### src/rtl/lsu_half_pkg.sv
// Shared types and constants for the halfword load/store unit.
package lsu_half_pkg;

    localparam int unsigned HALF_W = 16;
    localparam int unsigned XLEN   = 32;

    typedef enum logic [1:0] {
        StIdle,
        StAccess,
        StResp
    } state_t;

endpackage

### src/rtl/lsu_half_agen.sv
// Effective-address generation for lsu_half: rs1 + imm plus fault detection.
// Build option LSU_HALF_TRAP_EN: when defined, misaligned or out-of-range
// addresses raise a fault; otherwise the address is forced into the legal range.
module lsu_half_agen
    import lsu_half_pkg::*;
#(
    parameter int unsigned ADDR_BITS = 10
) (
    input  logic [XLEN-1:0] base,
    input  logic [XLEN-1:0] offset,
    output logic [XLEN-1:0] addr,
    output logic            fault
);

    logic [XLEN-1:0] sum;

    // Modular add; the carry out of bit 31 is discarded.
    assign sum = base + offset;

`ifdef LSU_HALF_TRAP_EN
    assign addr  = sum;
    assign fault = sum[0] | (|sum[XLEN-1:ADDR_BITS]);
`else
    // Clear bit 0 and everything above the backed address range.
    localparam logic [XLEN-1:0] LegalMask =
        {{(XLEN - ADDR_BITS){1'b0}}, {(ADDR_BITS - 1){1'b1}}, 1'b0};

    assign addr  = sum & LegalMask;
    assign fault = 1'b0;
`endif

endmodule

### src/rtl/lsu_half.sv
// Halfword-only load/store unit: one lh/sh per transaction, three cycles each
// (IDLE -> ACCESS -> RESP). Fault behaviour depends on LSU_HALF_TRAP_EN,
// which is consumed only inside lsu_half_agen.
module lsu_half
    import lsu_half_pkg::*;
#(
    parameter int unsigned ADDR_BITS = 10
) (
    input  logic            clk,
    input  logic            rst,
    input  logic            req_valid,
    output logic            req_ready,
    input  logic            req_is_store,
    input  logic [XLEN-1:0] rs1_data,
    input  logic [XLEN-1:0] imm,
    input  logic [XLEN-1:0] rs2_data,
    input  logic [4:0]      rd_in,
    output logic            mem_we_half,
    output logic            mem_re_half,
    output logic [XLEN-1:0] mem_addr,
    output logic [XLEN-1:0] mem_wdata,
    input  logic [XLEN-1:0] mem_rdata,
    output logic            wb_valid,
    output logic [4:0]      wb_rd,
    output logic [XLEN-1:0] wb_data,
    output logic            done,
    output logic            exc_valid,
    output logic [XLEN-1:0] exc_addr
);

    state_t state_q, state_d;

    logic [XLEN-1:0]   addr_q;
    logic [HALF_W-1:0] wdata_q;
    logic [XLEN-1:0]   wb_data_q;
    logic [4:0]        rd_q;
    logic              is_store_q;
    logic              fault_q;

    logic [XLEN-1:0]   agen_addr;
    logic              agen_fault;
    logic              accept;
    logic              do_load;

    lsu_half_agen #(
        .ADDR_BITS (ADDR_BITS)
    ) u_agen (
        .base   (rs1_data),
        .offset (imm),
        .addr   (agen_addr),
        .fault  (agen_fault)
    );

    assign accept  = (state_q == StIdle) && req_valid;
    assign do_load = !is_store_q && !fault_q;

    // State register.
    always_ff @(posedge clk) begin
        if (rst) begin
            state_q <= StIdle;
        end else begin
            state_q <= state_d;
        end
    end

    // Next-state: the only decision is leaving IDLE.
    always_comb begin
        state_d = state_q;
        unique case (state_q)
            StIdle:   if (req_valid) state_d = StAccess;
            StAccess: state_d = StResp;
            StResp:   state_d = StIdle;
            default:  state_d = StIdle;
        endcase
    end

    // Request latch and load-data capture at the edge closing ACCESS.
    always_ff @(posedge clk) begin
        if (rst) begin
            addr_q     <= '0;
            wdata_q    <= '0;
            rd_q       <= '0;
            is_store_q <= 1'b0;
            fault_q    <= 1'b0;
            wb_data_q  <= '0;
        end else begin
            if (accept) begin
                addr_q     <= agen_addr;
                wdata_q    <= rs2_data[HALF_W-1:0];
                rd_q       <= rd_in;
                is_store_q <= req_is_store;
                fault_q    <= agen_fault;
            end
            if ((state_q == StAccess) && do_load) begin
                wb_data_q <= mem_rdata;
            end
        end
    end

    // Outputs decoded from state; strobes and pulses are masked while rst is high
    // so a reset in ACCESS never commits a write.
    always_comb begin
        req_ready   = (state_q == StIdle);
        mem_we_half = 1'b0;
        mem_re_half = 1'b0;
        mem_addr    = '0;
        mem_wdata   = '0;
        wb_valid    = 1'b0;
        wb_rd       = '0;
        done        = 1'b0;
        exc_valid   = 1'b0;
        exc_addr    = '0;
        wb_data     = wb_data_q;
        unique case (state_q)
            StAccess: begin
                mem_addr    = addr_q;
                mem_wdata   = {{(XLEN - HALF_W){1'b0}}, wdata_q};
                mem_we_half = !rst && is_store_q && !fault_q;
                mem_re_half = !rst && do_load;
            end
            StResp: begin
                done      = !rst;
                wb_valid  = !rst && do_load && (rd_q != 5'd0);
                wb_rd     = do_load ? rd_q : 5'd0;
                exc_valid = !rst && fault_q;
                exc_addr  = fault_q ? addr_q : '0;
            end
            default: ;
        endcase
    end

endmodule

### config.mk
export PLATFORM = sky130hd
export DESIGN_NAME = lsu_half
export DESIGN_NICKNAME = d
export VERILOG_FILES = /design/src/rtl/lsu_half_pkg.sv /design/src/rtl/lsu_half_agen.sv /design/src/rtl/lsu_half.sv
export SDC_FILE = /design/constraint.sdc
export NUM_CORES = 1
export LEC_CHECK = 0
export CELL_PAD_IN_SITES_DETAIL_PLACEMENT = 0
export CELL_PAD_IN_SITES_GLOBAL_PLACEMENT = 1
export CORE_ASPECT_RATIO = 2
export CORE_MARGIN = 5
export CORE_UTILIZATION = 22
export DETAILED_ROUTE_END_ITERATION = 8
export PLACE_DENSITY = 0.91
export SLEW_MARGIN = 15
export SYNTH_ARGS = -nofsm -noshare
export SYNTH_HDL_FRONTEND = slang
export SYNTH_SLANG_ARGS = --single-unit
### constraint.sdc
create_clock -name clk -period 2 [get_ports clk]
set_input_delay 0.4 -clock clk [delete_from_list [all_inputs] [get_ports clk]]
set_output_delay 0.4 -clock clk [all_outputs]
set_load 0.01 [all_outputs]
==> metrics.yaml, run 1 <==
logic_synthesis:
  synth_largest_area_cell: "dfxtp_1"
  ys_async_sr_fraction_pct: 0
  synth_edf_count: 0
  ys_top_cells_by_area: "dfxtp_1, buf_4, nand2_1"
  ys_seq_area_share_pct: 37.63
  synth_commonest_cells: "nand2_1, buf_4, dfxtp_1"
  synth.cell_area_um2: 3458
  syn_area_per_cell_um2: 7.737
  ys_warn_count: 0
  synth_top_area_share_pct: 37.63
  ys_ff_latch: 65
  yosysUniqueCellTypes: 45
  yosysMostFrequentCell: "nand2_1"
  synth-main-ff-cell: "dfxtp_1"
  synth_cells: 447
critical_path:
  crit_buf_inv: 1
  reg2reg_to: "addr_q[6]"
  worstPathMaxFanout: 3
  critical_path_required_ns: 2.23
  end_kind: "flip-flop"
  rr_startpoint: "state_q[0]"
  r2r_cells: 5
  crit_type: "input port to flip-flop"
  cp_top_family: "compound AO/OA/AOI/OAI gates"
  critPathMaxStageDelay_ns: 0.50
  crit_chain: "clkdlybuf4s50_1 > ha_4 > a21oi_4 > a211oi_2 > or4_1 > a311oi_1"
  worstPathArrival_ns: 2.16
  slowest_stage: "clkdlybuf4s50_1"
  r2r_setup_slack_ns: 0.39
  worstSetupStartpointType: "input port"
die:
  io_pins: 276
  rows: 65
  die_x_um: 98.66
  start_util_pct: 22.15
  die_area_um2: 18480
  coreArea_um2: 15620
  die_y_um: 187.3
finish:
  layoutNonFillerInstCount: 818
  drive_above_1_share_pct: 10.53
  final_area_um2: 5390
  antennaDiodeCount: 0
  nNetsFinal: 758
  fillers: 1670
  area_delta_synth_final_pct: 55.86
drt:
  initialDrtViolationCount: 69
  wl_met1_um: 4446
  drcViolationCount: 0
  via_count: 3353
  routedWlPerCell_um: 12.74
  drt_wl_total_um: 10420
  met3_length_um: 1287
  wl_met2_um: 4508
  drt_first_pass_iters: 4
  ant_nets: 0
  via_per_inst: 4.099
  top_layer: "met4"
power:
  ir_worst_vdd_mv: 0.3070
  power_density_nw_per_um2: 697.4
  total_power_mw: 3.759
  total_leakage_power_nw: 2.275
global_route:
  grt_antenna_before_repair: 0
  grt.overflow.total: 0
  grt_pass1_wl_um: 16130
  first_global_vias: 3254
  grt_max_degree: 33
  grt_usage_pct: 10.82
sta:
  finalSetupViolCount: 0
  timing.final.crit_share_pct: 96.33
  rsz0062_at_grt: "false"
  timing.setup.tns_ns: 0
  slew_violations: 0
  min_period_ns: 1.927
  skew_ns: 0.004193
  finalHoldViolations: 0
  max_freq_mhz: 519.1
clock_network:
  tritoncts: "done"
  cts_root_buf: "clkbuf_16"
  clockBufferDepth: 2
  cts_buffers: 9
  cts_sinks: 65
  htreeDepth: 3
  holdBufCountCts: 0
  clk_pin_slew_worst_paths_ns: 0.05
  insertion_delay_ns: 0.32
job:
  maxCapViolations: 0
place:
  portBuffers: 143
  dp_cells: 801
  placed_area_um2: 5050
  hpwl_um: 8168
  place.gp.congestion: 0.8441
status:
  outcome: "complete, no violations"
min_path:
  min_from: "wdata_q[4]"
  hold_depth: 2
  holdPathEnd: "wdata_q[4]"
  hp-class: "flip-flop to flip-flop"
-- worst max path at each step --
stage	startpoint	to	cells after the start
floorplan	rs1_data[2]	addr_q[9]	5
global placement	rs1_data[2]	addr_q[9]	6
detailed placement	rs1_data[2]	addr_q[9]	6
CTS	rd_q[4]	wb_valid	3
global route	state_q[0]	mem_wdata[6]	5
finish	imm[2]	addr_q[9]	6
-- timing repair --
item	in CTS	in global routing
resized for setup	39	16
pin swaps	0	2
setup buffers	1	0
endpoints found under the setup margin	34	14
-- flip-flops by register name, summed over array words and instances (netlist names) --
name	flops
state_q	2
is_store_q	1
rd_q	5
wdata_q	16
addr_q	9
wb_data	32
-- layout by cell type, fill, tap and decap left out, types with 7 or more instances in the layout --
master	count
nand2_1	115
dfxtp_1	64
clkdlybuf4s50_1	108
nor3_1	7
conb_1	72
dlygate4sd2_1	24
a21oi_1	59
clkbuf_16	9
and2_1	31
clkdlybuf4s15_1	8
nor2_1	9
buf_4	33
-- cells by family after synthesis --
family | count (synthesis) | synth area share, %
compound gates | 88 | 15.27
simple gates | 184 | 24.46
buf+inv | 98 | 18.56
other cells | 1 | 0.1084
fa+ha+maj | 9 | 3.473
flops | 65 | 37.63
xor+xnor | 2 | 0.5066
-- report_power, final --
part           leakage [nW]  total (mW)  internal [mW]  switching [mW]
registers             0.532        1.41           1.37          0.0379
logic                  1.59       0.744          0.379           0.365
clock network         0.153        1.60           1.06           0.537
total                  2.28        3.76           2.82           0.941
-- final cells by class --
| class | instances | area [um2] | area share, % |
|---|---|---|---|
| clock inverter | 2 | 35.03 | 0.6500 |
| timing repair buffer | 178 | 1673 | 31.04 |
| inverter | 3 | 11.26 | 0.2089 |
| sequential | 65 | 1305 | 24.21 |
| tap | 201 | 251.5 | 4.666 |
| multi-input combinational | 355 | 1841 | 34.15 |
| clock buffer | 14 | 274.0 | 5.084 |
-- worst reg2reg max path: stages, from the launching register on --
cell      delay (ns)
dfxtp_1         0.32
buf_4           0.15
or3b_1          0.56
nor4b_1         0.34
a31oi_1         0.07
o211ai_1        0.10
-- stage by stage --
step	utilization, %	worst slack (ns)	hold WS, ns
after detailed placement	32.34	-0.3458	0.4430
after floorplan	-	0.1666	0.4273
final	34.52	0.07349	0.4474
after CTS	34.27	0.005275	0.4501
after global routing	34.52	0.00004907	0.4647
after global placement	32.34	-0.2871	0.4380
-- layer usage --
layer	track usage, %	up-vias
met3	4.330	13
met2	16.77	182
met1	13.15	1498
met4	4.682	0
met5	0	-
li1	-	1660
No activity file was read; power rests on OpenSTA's default activity.
==> inputs of run 2 (changes only) <==
Settings changed: GPL_ROUTABILITY_DRIVEN set to 0, REMOVE_ABC_BUFFERS set to 1.
==> run 2 against run 1 <==
  * Maximum frequency is 2.0% lower
  * Combinational power is 1% lower
  * Design area is 0.42% higher
  * Clock skew is 0.00075 ns higher
  * Critical path depth stayed put
  * Non-clock buffer count is 1 higher
  * Clock-buffer cell count is 4 lower
  * Critical path type unchanged
  * Critical endpoint unchanged
==> metrics.yaml, run 2 (synthesized netlist as in run 1, its figures left out) <==
status:
  outcome: "complete, no violations"
finish:
  final_common_cell: "nand2_1"
  largest_reg_flops: 32
  area_delta_synth_final_pct: 56.51
  antennaDiodeCount: 0
  mostFrequentLayoutCells: "nand2_1, clkdlybuf4s50_1, conb_1"
  nNetsFinal: 759
  drive_above_1_share_pct: 10.84
  layoutNonFillerInstCount: 819
die:
  io_pins: 276
  die_x_um: 98.66
  rows: 65
  die_area_um2: 18480
  die_y_um: 187.3
  start_util_pct: 22.15
  coreArea_um2: 15620
drt:
  drt_wl_total_um: 9888
  drcViolationCount: 0
  routedWlPerCell_um: 12.07
  drt_first_pass_iters: 4
  via_per_inst: 4.013
  initialDrtViolationCount: 69
  ant_nets: 0
  via_count: 3287
min_path:
  hp-class: "input port to flip-flop"
  min_from: "rst"
  hold_depth: 2
  holdPathEnd: "rd_q[2]"
critical_path:
  r2r_cells: 5
  end_kind: "flip-flop"
  worstPathArrival_ns: 2.20
  crit_chain: "clkdlybuf4s50_1 > ha_1 > a21oi_4 > a211oi_2 > or4_1 > a311oi_1"
  critPathMaxStageDelay_ns: 0.46
  slowest_stage: "or4_1"
  crit_buf_inv: 1
  worstPathMaxFanout: 4
  reg2reg_to: "wdata_q[12]"
  r2r_setup_slack_ns: 0.38
  crit_type: "input port to flip-flop"
  worstSetupStartpointType: "input port"
  cp_top_family: "compound AO/OA/AOI/OAI gates"
  critical_path_depth: 6
  rr_startpoint: "state_q[0]"
  critical_path_required_ns: 2.24
power:
  ir_worst_vdd_mv: 0.4074
  power_density_nw_per_um2: 745.1
  total_leakage_power_nw: 2.325
clock_network:
  cts_sinks: 65
  tritoncts: "done"
  cts_root_buf: "clkbuf_16"
  insertion_delay_ns: 0.32
  cts_buffers: 9
  clockBufferDepth: 2
  htreeDepth: 3
  clk_pin_slew_worst_paths_ns: 0.06
global_route:
  grt.overflow.total: 0
  grt_usage_pct: 10.45
  grt_max_degree: 38
  grt_pass1_wl_um: 15800
  grt_antenna_before_repair: 0
  first_global_vias: 3213
place:
  hpwl_um: 7518
  dp_cells: 801
  portBuffers: 143
job:
  maxCapViolations: 0
sta:
  rsz0062_at_grt: "true"
  max_freq_mhz: 508.7
  min_period_ns: 1.966
  finalHoldViolations: 0
  finalSetupViolCount: 0
  slew_violations: 0
  timing.final.crit_share_pct: 98.28
  skew_ns: 0.004946
  holdWs_ns: 0.3424
[run 2: changes by cell type in the layout (fill, tap and decap cells not counted), sizes merged, moves of 3 or more]
cell           delta
bufinv            +3
clkbuf            -4
dlygate4sd2       +8
clkdlybuf4s15     -7
[run 2: metrics by stage]
| step | cell area [um2] | total power [mW] | setup TNS (ns) | setup WS (ns) | util [%] |
|---|---|---|---|---|---|
| 2_1_floorplan | 3094 | 1.756 | -15.54 | -0.6882 | - |
| 3_3_place_gp | 5047 | 2.164 | -1.385 | -0.2864 | 32.32 |
| 3_5_place_dp | 5047 | 2.175 | -1.836 | -0.3106 | 32.32 |
| 4_1_cts | 5401 | 4.109 | 0 | 0.009242 | 34.59 |
| 5_1_grt | 5413 | 4.257 | -0.09637 | -0.06545 | 34.66 |
| 6_report | 5413 | 4.033 | 0 | 0.03439 | 34.66 |
[run 2: metal layers]
layer  wire length [um]  part of all wire (%)  vias to the layer above  GRT usage (%)
met5                  0                     0                        -              0
met4                128                   1.3                        0          3.367
met3               1192                    12                        8          5.114
met2               4325                    44                      164          16.56
met1               4241                    43                     1454          12.30
li1                   -                     -                     1661              -
[run 2: worst max path at each step]
stage           startpoint   endpoint  slack (ns)
2_1_floorplan    req_valid  addr_q[5]       -0.69
6_report       rs1_data[2]  addr_q[9]        0.03
4_1_cts         state_q[0]   wb_valid       0.009
3_3_place_gp   rs1_data[6]  addr_q[9]       -0.29
3_5_place_dp        imm[6]  addr_q[9]       -0.31
5_1_grt        rs1_data[2]  addr_q[9]       -0.07
[run 2: final cells by class]
type	count	area, um2
clock inverters	6	130.1
flip-flops and latches	65	1305
repair buffers	179	1672
multi-input cells	355	1814
well taps	201	251.5
clock buffers	10	229.0
inverters	3	11.26
fillers	1631	10200
[run 2: timing repair]
action	CTS	global route
endpoints found under the setup margin	34	7
resized for setup	42	8
hold buffers	0	0
buffers inserted	2	0
endpoints found under the hold margin	0	0
pin swaps	1	2
[run 2: report_power, final]
part	internal, mW	switching, mW	leakage (nW)
Sequential	1.37	0.0374	0.532
Combinational	0.374	0.361	1.62
Clock	1.34	0.548	0.176
Total	3.09	0.946	2.33
==> inputs of run 3 (changes only) <==
Settings changed: HOLD_SLACK_MARGIN set to 0.15.
==> results of run 3 <==
Same layout as run 2: the final DEF is identical, and so are final timing and power.
